<file path="src/rtl/leg_io_uart_tx.sv">
// Output-port UART: captures each new io_out value into a small FIFO and sends it as 8N1.
// Define LEG_UART_PARITY_EN to insert an even-parity bit (8E1).
module leg_io_uart_tx #(
  parameter int CLKS_PER_BIT = 434,
  parameter int FIFO_DEPTH   = 4
) (
  input  logic                          clk,
  input  logic                          rst,
  input  logic [7:0]                    io_out,
  input  logic                          tx_en,
  output logic                          tx,
  output logic                          busy,
  output logic [$clog2(FIFO_DEPTH):0]   fifo_level,
  output logic                          overflow
);
  localparam int PW = $clog2(FIFO_DEPTH);
  localparam int BW = $clog2(CLKS_PER_BIT);
  localparam logic [BW-1:0] BAUD_LAST = BW'(CLKS_PER_BIT - 1);
  localparam logic [PW:0]   LVL_FULL  = (PW+1)'(FIFO_DEPTH);

  localparam logic [2:0] S_IDLE   = 3'd0;
  localparam logic [2:0] S_START  = 3'd1;
  localparam logic [2:0] S_DATA   = 3'd2;
  localparam logic [2:0] S_STOP   = 3'd3;
`ifdef LEG_UART_PARITY_EN
  localparam logic [2:0] S_PARITY = 3'd4;
  logic r_par;
`endif

  logic [7:0]    r_io_q, r_prev_q;
  logic [7:0]    r_mem [FIFO_DEPTH];
  logic [PW-1:0] r_wr, r_rd;
  logic [PW:0]   r_cnt;
  logic          r_ovf;
  logic [2:0]    r_state;
  logic [BW-1:0] r_baud;
  logic [2:0]    r_bit;
  logic [7:0]    r_shift;
  logic          r_tx, r_busy;

  logic w_push, w_pop, w_full, w_empty, w_wr, w_baud_end;

  // A push is a change of the registered bus against the last captured value
  assign w_push     = (r_io_q != r_prev_q);
  assign w_full     = (r_cnt == LVL_FULL);
  assign w_empty    = (r_cnt == '0);
  assign w_pop      = (r_state == S_IDLE) && tx_en && !w_empty;
  assign w_wr       = w_push && (!w_full || w_pop);
  assign w_baud_end = (r_baud == BAUD_LAST);

  always_ff @(posedge clk or posedge rst) begin
    if (rst) begin
      r_io_q   <= 8'h00;
      r_prev_q <= 8'h00;
    end else begin
      r_io_q   <= io_out;
      r_prev_q <= r_io_q;
    end
  end

  always_ff @(posedge clk) begin
    if (w_wr) r_mem[r_wr] <= r_io_q;
  end

  always_ff @(posedge clk or posedge rst) begin
    if (rst) begin
      r_wr  <= '0;
      r_rd  <= '0;
      r_cnt <= '0;
      r_ovf <= 1'b0;
    end else begin
      if (w_wr)  r_wr <= r_wr + 1'b1;
      if (w_pop) r_rd <= r_rd + 1'b1;
      if (w_wr && !w_pop)      r_cnt <= r_cnt + 1'b1;
      else if (!w_wr && w_pop) r_cnt <= r_cnt - 1'b1;
      if (w_push && !w_wr) r_ovf <= 1'b1;
    end
  end

  // tx/busy are registered from the next state so the line never glitches
  always_ff @(posedge clk or posedge rst) begin
    if (rst) begin
      r_state <= S_IDLE;
      r_baud  <= '0;
      r_bit   <= '0;
      r_shift <= '0;
      r_tx    <= 1'b1;
      r_busy  <= 1'b0;
`ifdef LEG_UART_PARITY_EN
      r_par   <= 1'b0;
`endif
    end else begin
      case (r_state)
        S_IDLE: begin
          r_tx   <= 1'b1;
          r_busy <= 1'b0;
          r_baud <= '0;
          if (w_pop) begin
            r_shift <= r_mem[r_rd];
`ifdef LEG_UART_PARITY_EN
            r_par   <= ^r_mem[r_rd];
`endif
            r_state <= S_START;
            r_tx    <= 1'b0;
            r_busy  <= 1'b1;
          end
        end
        S_START: begin
          if (w_baud_end) begin
            r_baud  <= '0;
            r_bit   <= '0;
            r_state <= S_DATA;
            r_tx    <= r_shift[0];
          end else begin
            r_baud <= r_baud + 1'b1;
          end
        end
        S_DATA: begin
          if (w_baud_end) begin
            r_baud <= '0;
            if (r_bit == 3'd7) begin
`ifdef LEG_UART_PARITY_EN
              r_state <= S_PARITY;
              r_tx    <= r_par;
`else
              r_state <= S_STOP;
              r_tx    <= 1'b1;
`endif
            end else begin
              r_bit   <= r_bit + 1'b1;
              r_shift <= {1'b0, r_shift[7:1]};
              r_tx    <= r_shift[1];
            end
          end else begin
            r_baud <= r_baud + 1'b1;
          end
        end
`ifdef LEG_UART_PARITY_EN
        S_PARITY: begin
          if (w_baud_end) begin
            r_baud  <= '0;
            r_state <= S_STOP;
            r_tx    <= 1'b1;
          end else begin
            r_baud <= r_baud + 1'b1;
          end
        end
`endif
        S_STOP: begin
          if (w_baud_end) begin
            r_baud  <= '0;
            r_state <= S_IDLE;
            r_tx    <= 1'b1;
            r_busy  <= 1'b0;
          end else begin
            r_baud <= r_baud + 1'b1;
          end
        end
        default: begin
          r_state <= S_IDLE;
          r_tx    <= 1'b1;
          r_busy  <= 1'b0;
          r_baud  <= '0;
        end
      endcase
    end
  end

  assign tx         = r_tx;
  assign busy       = r_busy;
  assign fifo_level = r_cnt;
  assign overflow   = r_ovf;
endmodule

</file>
<file path="config.mk">
export PLATFORM = sky130hd
export DESIGN_NAME = leg_io_uart_tx
export DESIGN_NICKNAME = d
export VERILOG_FILES = /design/src/rtl/leg_io_uart_tx.sv
export SDC_FILE = /design/constraint.sdc
export NUM_CORES = 1
export LEC_CHECK = 0
export ABC_AREA = 1
export CELL_PAD_IN_SITES_DETAIL_PLACEMENT = 0
export CELL_PAD_IN_SITES_GLOBAL_PLACEMENT = 2
export CORE_UTILIZATION = 42
export DETAILED_ROUTE_END_ITERATION = 10
export GPL_TIMING_DRIVEN = 0
export HOLD_SLACK_MARGIN = 0.06
export PLACE_DENSITY = 0.84
export SYNTH_ARGS = -nofsm -noshare
export SYNTH_HDL_FRONTEND = slang
export SYNTH_SLANG_ARGS = --single-unit
</file>
<file path="constraint.sdc">
create_clock -name clk -period 6.4 [get_ports clk]
set_clock_uncertainty 0.05 [all_clocks]
set_input_delay 1.28 -clock clk [delete_from_list [all_inputs] [get_ports clk]]
set_output_delay 1.28 -clock clk [all_outputs]
set_load 0.05 [all_outputs]
</file>
== After elaboration in Yosys (flattened, before gate mapping) ==
Memories as Yosys holds them, arrays and structs flattened.
Index checks and enable logic that the tools add are counted.

* Input bits: 11
* Bits in writable memories: 32
* Memories: 1
* Logic and storage cells: 84
* Bits in registers: 49

* Reduce and logical (&&, ||, !) cells: 23
* Multiplexer cells: 28
* $add $sub $neg: 6
* Equal/unequal tests: 13
* Bitwise logic cells: 1

{| class="wikitable"
|+ Memory list
! memory !! depth !! width !! rd ports !! clocked after memory_dff !! wr ports !! line !! text
|-
| r_mem || 4 || 8 || 1 || 0 || 1 || 31 || <nowiki>logic [7:0] r_mem [FIFO_DEPTH];</nowiki>
|}

{| class="wikitable"
|+ Operators with widths
! operator !! count
|-
| $mux 3 || 9
|-
| $mux 8 || 3
|-
| $mux 9 || 2
|-
| $pmux 8 s2 || 1
|-
| $ne 2x2->1 const B || 6
|-
| $pmux 3 s4 || 1
|-
| $add 9x1->9 const B || 1
|-
| $eq 9x9->1 const B || 1
|-
| $mux 1 || 9
|-
| $ne 8x8->1 || 1
|-
| $reduce_and 4->1 || 2
|-
| $add 3x1->3 const B || 2
|-
| $eq 3x2->1 const B || 2
|-
| $eq 3x3->1 const B || 2
|-
| $logic_and 1x1->1 || 6
|-
| $logic_not 3->1 || 2
|-
| $pmux 3 s2 || 1
|-
| $reduce_bool 2->1 || 3
|-
| $reduce_and 5->1 || 1
|-
| $add 2x1->2 const B || 2
|-
| $logic_not 1->1 || 4
|-
| $pmux 1 s4 || 1
|-
| $eq 3x1->1 const B || 1
|-
| $pmux 1 s3 || 1
|-
| other kinds (7) || 7
|}

== Logic depth before layout (Yosys ltp) ==
* Word-level depth: 9
* Mapped depth: 15
* Mapped depth without buffers: 15

== Worst setup path after synthesis ==
No wires, ideal clock.

* Kind: input to register
* From: input port tx_en
* To: register r_cnt[1], in the netlist fifo_level[1]
* Buffers on the path: 0
* Data arrival time: 2.582 ns
* Stages on the path: 8
* Path slack: 3.643 ns
* Path through: nand3_2 nand3_2 nand2_2 inv_1 ha_1 inv_1 fa_1 mux2_2

* Word-level cells in the longest chain between the ends: 7

{| class="wikitable"
|+ RTL lines
! what !! line !! text
|-
| from (decl) || 10 || <nowiki>input logic tx_en,</nowiki>
|-
| $logic_and 1x1->1 * (2 in series) || 47 || <nowiki>assign w_pop = (r_state == S_IDLE) && tx_en && !w_empty;</nowiki>
|-
| $logic_or 1x1->1 * || 48 || <nowiki>assign w_wr = w_push && (!w_full || w_pop);</nowiki>
|-
| $logic_and 1x1->1 * || 48 ||
|-
| via w_wr || 41 || <nowiki>logic w_push, w_pop, w_full, w_empty, w_wr, w_baud_end;</nowiki>
|-
| $logic_not 1->1 || 75 || <nowiki>else if (!w_wr && w_pop) r_cnt <= r_cnt - 1'b1;</nowiki>
|-
| $logic_and 1x1->1 || 75 ||
|-
| $reduce_bool 2->1 (no source line) || -- ||
|-
| to (signal assigned) || 74 || <nowiki>if (w_wr && !w_pop) r_cnt <= r_cnt + 1'b1;</nowiki>
|-
| to (signal assigned) || 75 ||
|-
| to (decl) || 33 || <nowiki>logic [PW:0] r_cnt;</nowiki>
|}

Mark *: on every way through the listed nets, which the timed path passes. The rest lies on a longest branch.
A chain may end at the register's enable or synchronous reset.

== Final worst setup path ==
Same ends and word-level chain as after synthesis.

==> impl_metrics.py <==
metrics = {
    "timing": {
        "finalHoldViolations": 0,
        "worst_pin_slew_ps": 768.2,
        "relSlewSlack_pct": 48.60,
        "period_minus_slack_ps": 3072,
        "setup_violations": 0,
        "drv_slew": 0,
        "timing.setup.tns_ps": 0,
        "rsz0062_at_grt": "no",
        "fmax_mhz": 325.5,
        "finalCritPeriodShare_pct": 48.00,
    },
    "power": {
        "p_switching_w": 0.0007867,
        "swShare_pct": 40.35,
        "pwr-share-seq_pct": 40.1,
        "ir_drop_uv": 223.2,
        "clockPowerShare_pct": 20.1,
        "p_leak_nw": 1.875,
        "cellPowerDensity_nw_per_um2": 477.4,
        "p_int_w": 0.001163,
        "combPwrFrac_pct": 39.8,
    },
    "synth": {
        "synthDistinctLibCells": 34,
        "ys_ff_latch": 80,
        "syn_area_sq_um": 3565,
        "synth_area_leaders": "dfrtp_1 (33%), edfxtp_1 (27%), nand2_1 (11%)",
        "yosys.area.top_type": "dfrtp_1",
        "ys_warn_count": 0,
        "synth_fp_nets": 371,
        "syn_area_per_cell_sq_um": 10.33,
        "yosysTopAreaCellShare_pct": 32.99,
        "post_synth_inst_count": 345,
        "ys_seq_area_share_pct": 60.69,
    },
    "clock_network": {
        "root_buffer": "clkbuf_8",
        "clkTransAtPathRegs_ps": 90,
        "h-tree-depth": 3,
        "ctsResizeCount": 0,
        "cts_buffer_depth": 2,
        "cts_made_buffers": 9,
        "postCtsSetupRepairBufs": 0,
        "clk_latency_ps": 350,
        "ctsHoldBuffers": 0,
        "cts_tree": "built",
        "numClockSinks": 80,
    },
    "placement": {
        "dpl.cell_count": 467,
        "dp_hpwl_microns": 4364,
        "portBuffers": 16,
        "routabilityCongestion": 0.7229,
    },
    "detailed_routing": {
        "post-route-drc-count": 0,
        "drtAntennaViolNets": 0,
        "drt-total-wl_microns": 6012,
        "routed_via_density": 4.677,
        "routedWlPerCell_microns": 12.45,
        "dr.pass1.iters": 4,
        "num_vias": 2259,
        "drt_iter0_markers": 89,
    },
    "setup_path": {
        "path_max_fanout": 7,
        "worstSetupPathType": "input port to flip-flop",
        "critical_path_arrival_ps": 3270,
        "crit_path_end_kind": "flip-flop",
        "start_kind": "input port",
        "required_ps": 6600,
    },
    "cells_and_area": {
        "diodes": 0,
        "fin_nets": 399,
        "finalNonFillerCells": 483,
        "drive_gt1_share_pct": 12.70,
        "area_delta_synth_final_pct": 14.57,
    },
    "die": {
        "die_area_sq_um": 8860,
        "dieHeight_microns": 94.13,
        "die_x_microns": 94.13,
        "ioPinCount": 17,
        "fp.coreArea_sq_um": 8217,
        "initial_core_util_pct": 43.38,
        "rows": 33,
    },
    "hold_path": {
        "min-delay-path-class": "flip-flop to flip-flop",
    },
    "global_routing": {
        "grtUsageTotal_pct": 15.54,
        "grt-ovfl-total": 0,
        "grt_pass1_wl_microns": 10270,
        "antenna_found_initial": 0,
        "grt_pass1_vias": 2138,
        "grt_max_degree": 35,
    },
    "flow_run": {
        "cap_violations": 0,
    },
    "outcome": {
        "status": "complete, no violations",
    },
}
==> metrics by stage <==
stage	utilization [%]	setup slack, ps	hold slack, ps	total power (W)	cell area [sq um]
after CTS	49.70	3331	421.0	0.001976	4084
after floorplan	-	3643	383.2	0.001384	3565
after detailed placement	47.18	2946	398.9	0.001579	3876
after global placement	46.93	2910	393.6	0.001569	3856
final	49.70	3328	413.2	0.001950	4084
after global routing	49.70	3161	454.1	0.002118	4084
==> cell usage after synthesis <==
cell type,n
xnor2_1,7
nor2_2,3
a21oi_4,1
nand3_2,2
clkinv_8,1
nand2_1,100
o31ai_1,1
o21ai_0,6
nand2_2,9
dfstp_2,1
fa_1,1
nand3_1,30
nand2_4,2
a21o_1,1
mux2_2,1
nor3b_1,2
xor2_1,4
inv_1,29
nor3_1,3
ha_1,14
or2_1,1
nor2_1,22
nand2_8,1
buf_2,4
or3_1,1
a21oi_1,7
and3_1,1
nand4_1,2
inv_2,3
nor2_4,1
o21ai_1,4
edfxtp_1,32
buf_4,1
dfrtp_1,47
==> state kept, by name, indices dropped and copies added (netlist names), 3 cells and up <==
signal,count
r_prev_q,8
r_baud,9
fifo_level,3
r_mem,32
r_io_q,8
r_shift,8
r_bit,3
==> path summary, 6_finish.rpt <==
kind / endpoint / from / cells past startpoint / slack (ps)
min in group asynchronous: fifo_level[1]$_DFFE_PP0P_ / rst / 2 / 1150
hold / removal: overflow$_DFFE_PP0P_ / overflow$_DFFE_PP0P_ / 1 / 410
hold reg to reg: overflow$_DFFE_PP0P_ / overflow$_DFFE_PP0P_ / 1 / 410
max in group asynchronous: r_io_q[1]$_DFF_PP0_ / rst / 3 / 4670
setup reg to reg: fifo_level[1]$_DFFE_PP0P_ / r_state[0]$_DFFE_PP0P_ / 10 / 3960
setup / recovery: fifo_level[1]$_DFFE_PP0P_ / tx_en / 9 / 3330
==> per-layer routing <==
layer | vias up | routed length (microns) | global-route usage (%)
met5 | - | 0 | 0
met4 | 0 | 127 | 7.692
met3 | 13 | 209 | 4.531
met2 | 34 | 2642 | 22.75
met1 | 1045 | 3033 | 20.94
li1 | 1167 | - | -
==> cell type report <==
cell class	instances	area [sq um]
Fill cell	749	4133
Tap cell	105	131.4
Buffer	5	27.53
Inverter	33	136.4
Clock inverter	7	83.83
Sequential cell	80	2163
Multi-Input combinational cell	227	1237
Timing Repair Buffer	17	180.2
Clock buffer	9	123.9
==> cell usage in the layout, fill, tap and decap left out, types with 2 or more instances in the layout <==
master	n
nand2_1	100
dfrtp_1	47
edfxtp_1	32
nand3_1	30
inv_1	28
nor2_1	22
clkdlybuf4s50_1	16
ha_1	14
nand2_2	9
clkbuf_8	9
xnor2_1	7
a21oi_1	7
o21ai_0	6
xor2_1	4
buf_2	4
inv_2	4
o21ai_1	4
nor2_2	3
nor3_1	3
inv_6	3
nand3_2	2
nand2_4	2
nor3b_1	2
nand4_1	2
inv_8	2
==> kinds of logic (layout without fill, tap and decap cells) <==
kind of cell / Yosys count / after routing / share of synthesized area (%)
DFF: 80 / 80 / 60.69
and+or+nand+nor: 180 / 180 / 22.96
buffers and inverters: 38 / 71 / 4.598
xor gates and xnor gates: 11 / 11 / 2.703
AOI/OAI and AO/OA: 20 / 20 / 3.265
muxes: 1 / 1 / 0.3159
adders and majority gates: 15 / 15 / 5.476
==> worst max-delay path: stages <==
cell and delay, ps:
clkdlybuf4s50_1 560, nand3_2 180, nand3_2 160, nand2_2 110, inv_1 70, ha_1 130
inv_1 60, fa_1 430, mux2_2 260
==> power by group through the flow <==
stage,Clock [W],Sequential (W),Combinational (W)
3_3_place_gp,0,0.000793,0.000776
2_1_floorplan,0,0.000827,0.000557
4_1_cts,0.000405,0.000783,0.000788
5_1_grt,0.000424,0.000800,0.000893
6_report,0.000392,0.000782,0.000775
3_5_place_dp,0,0.000794,0.000785
(Power assumes the default switching activity.)
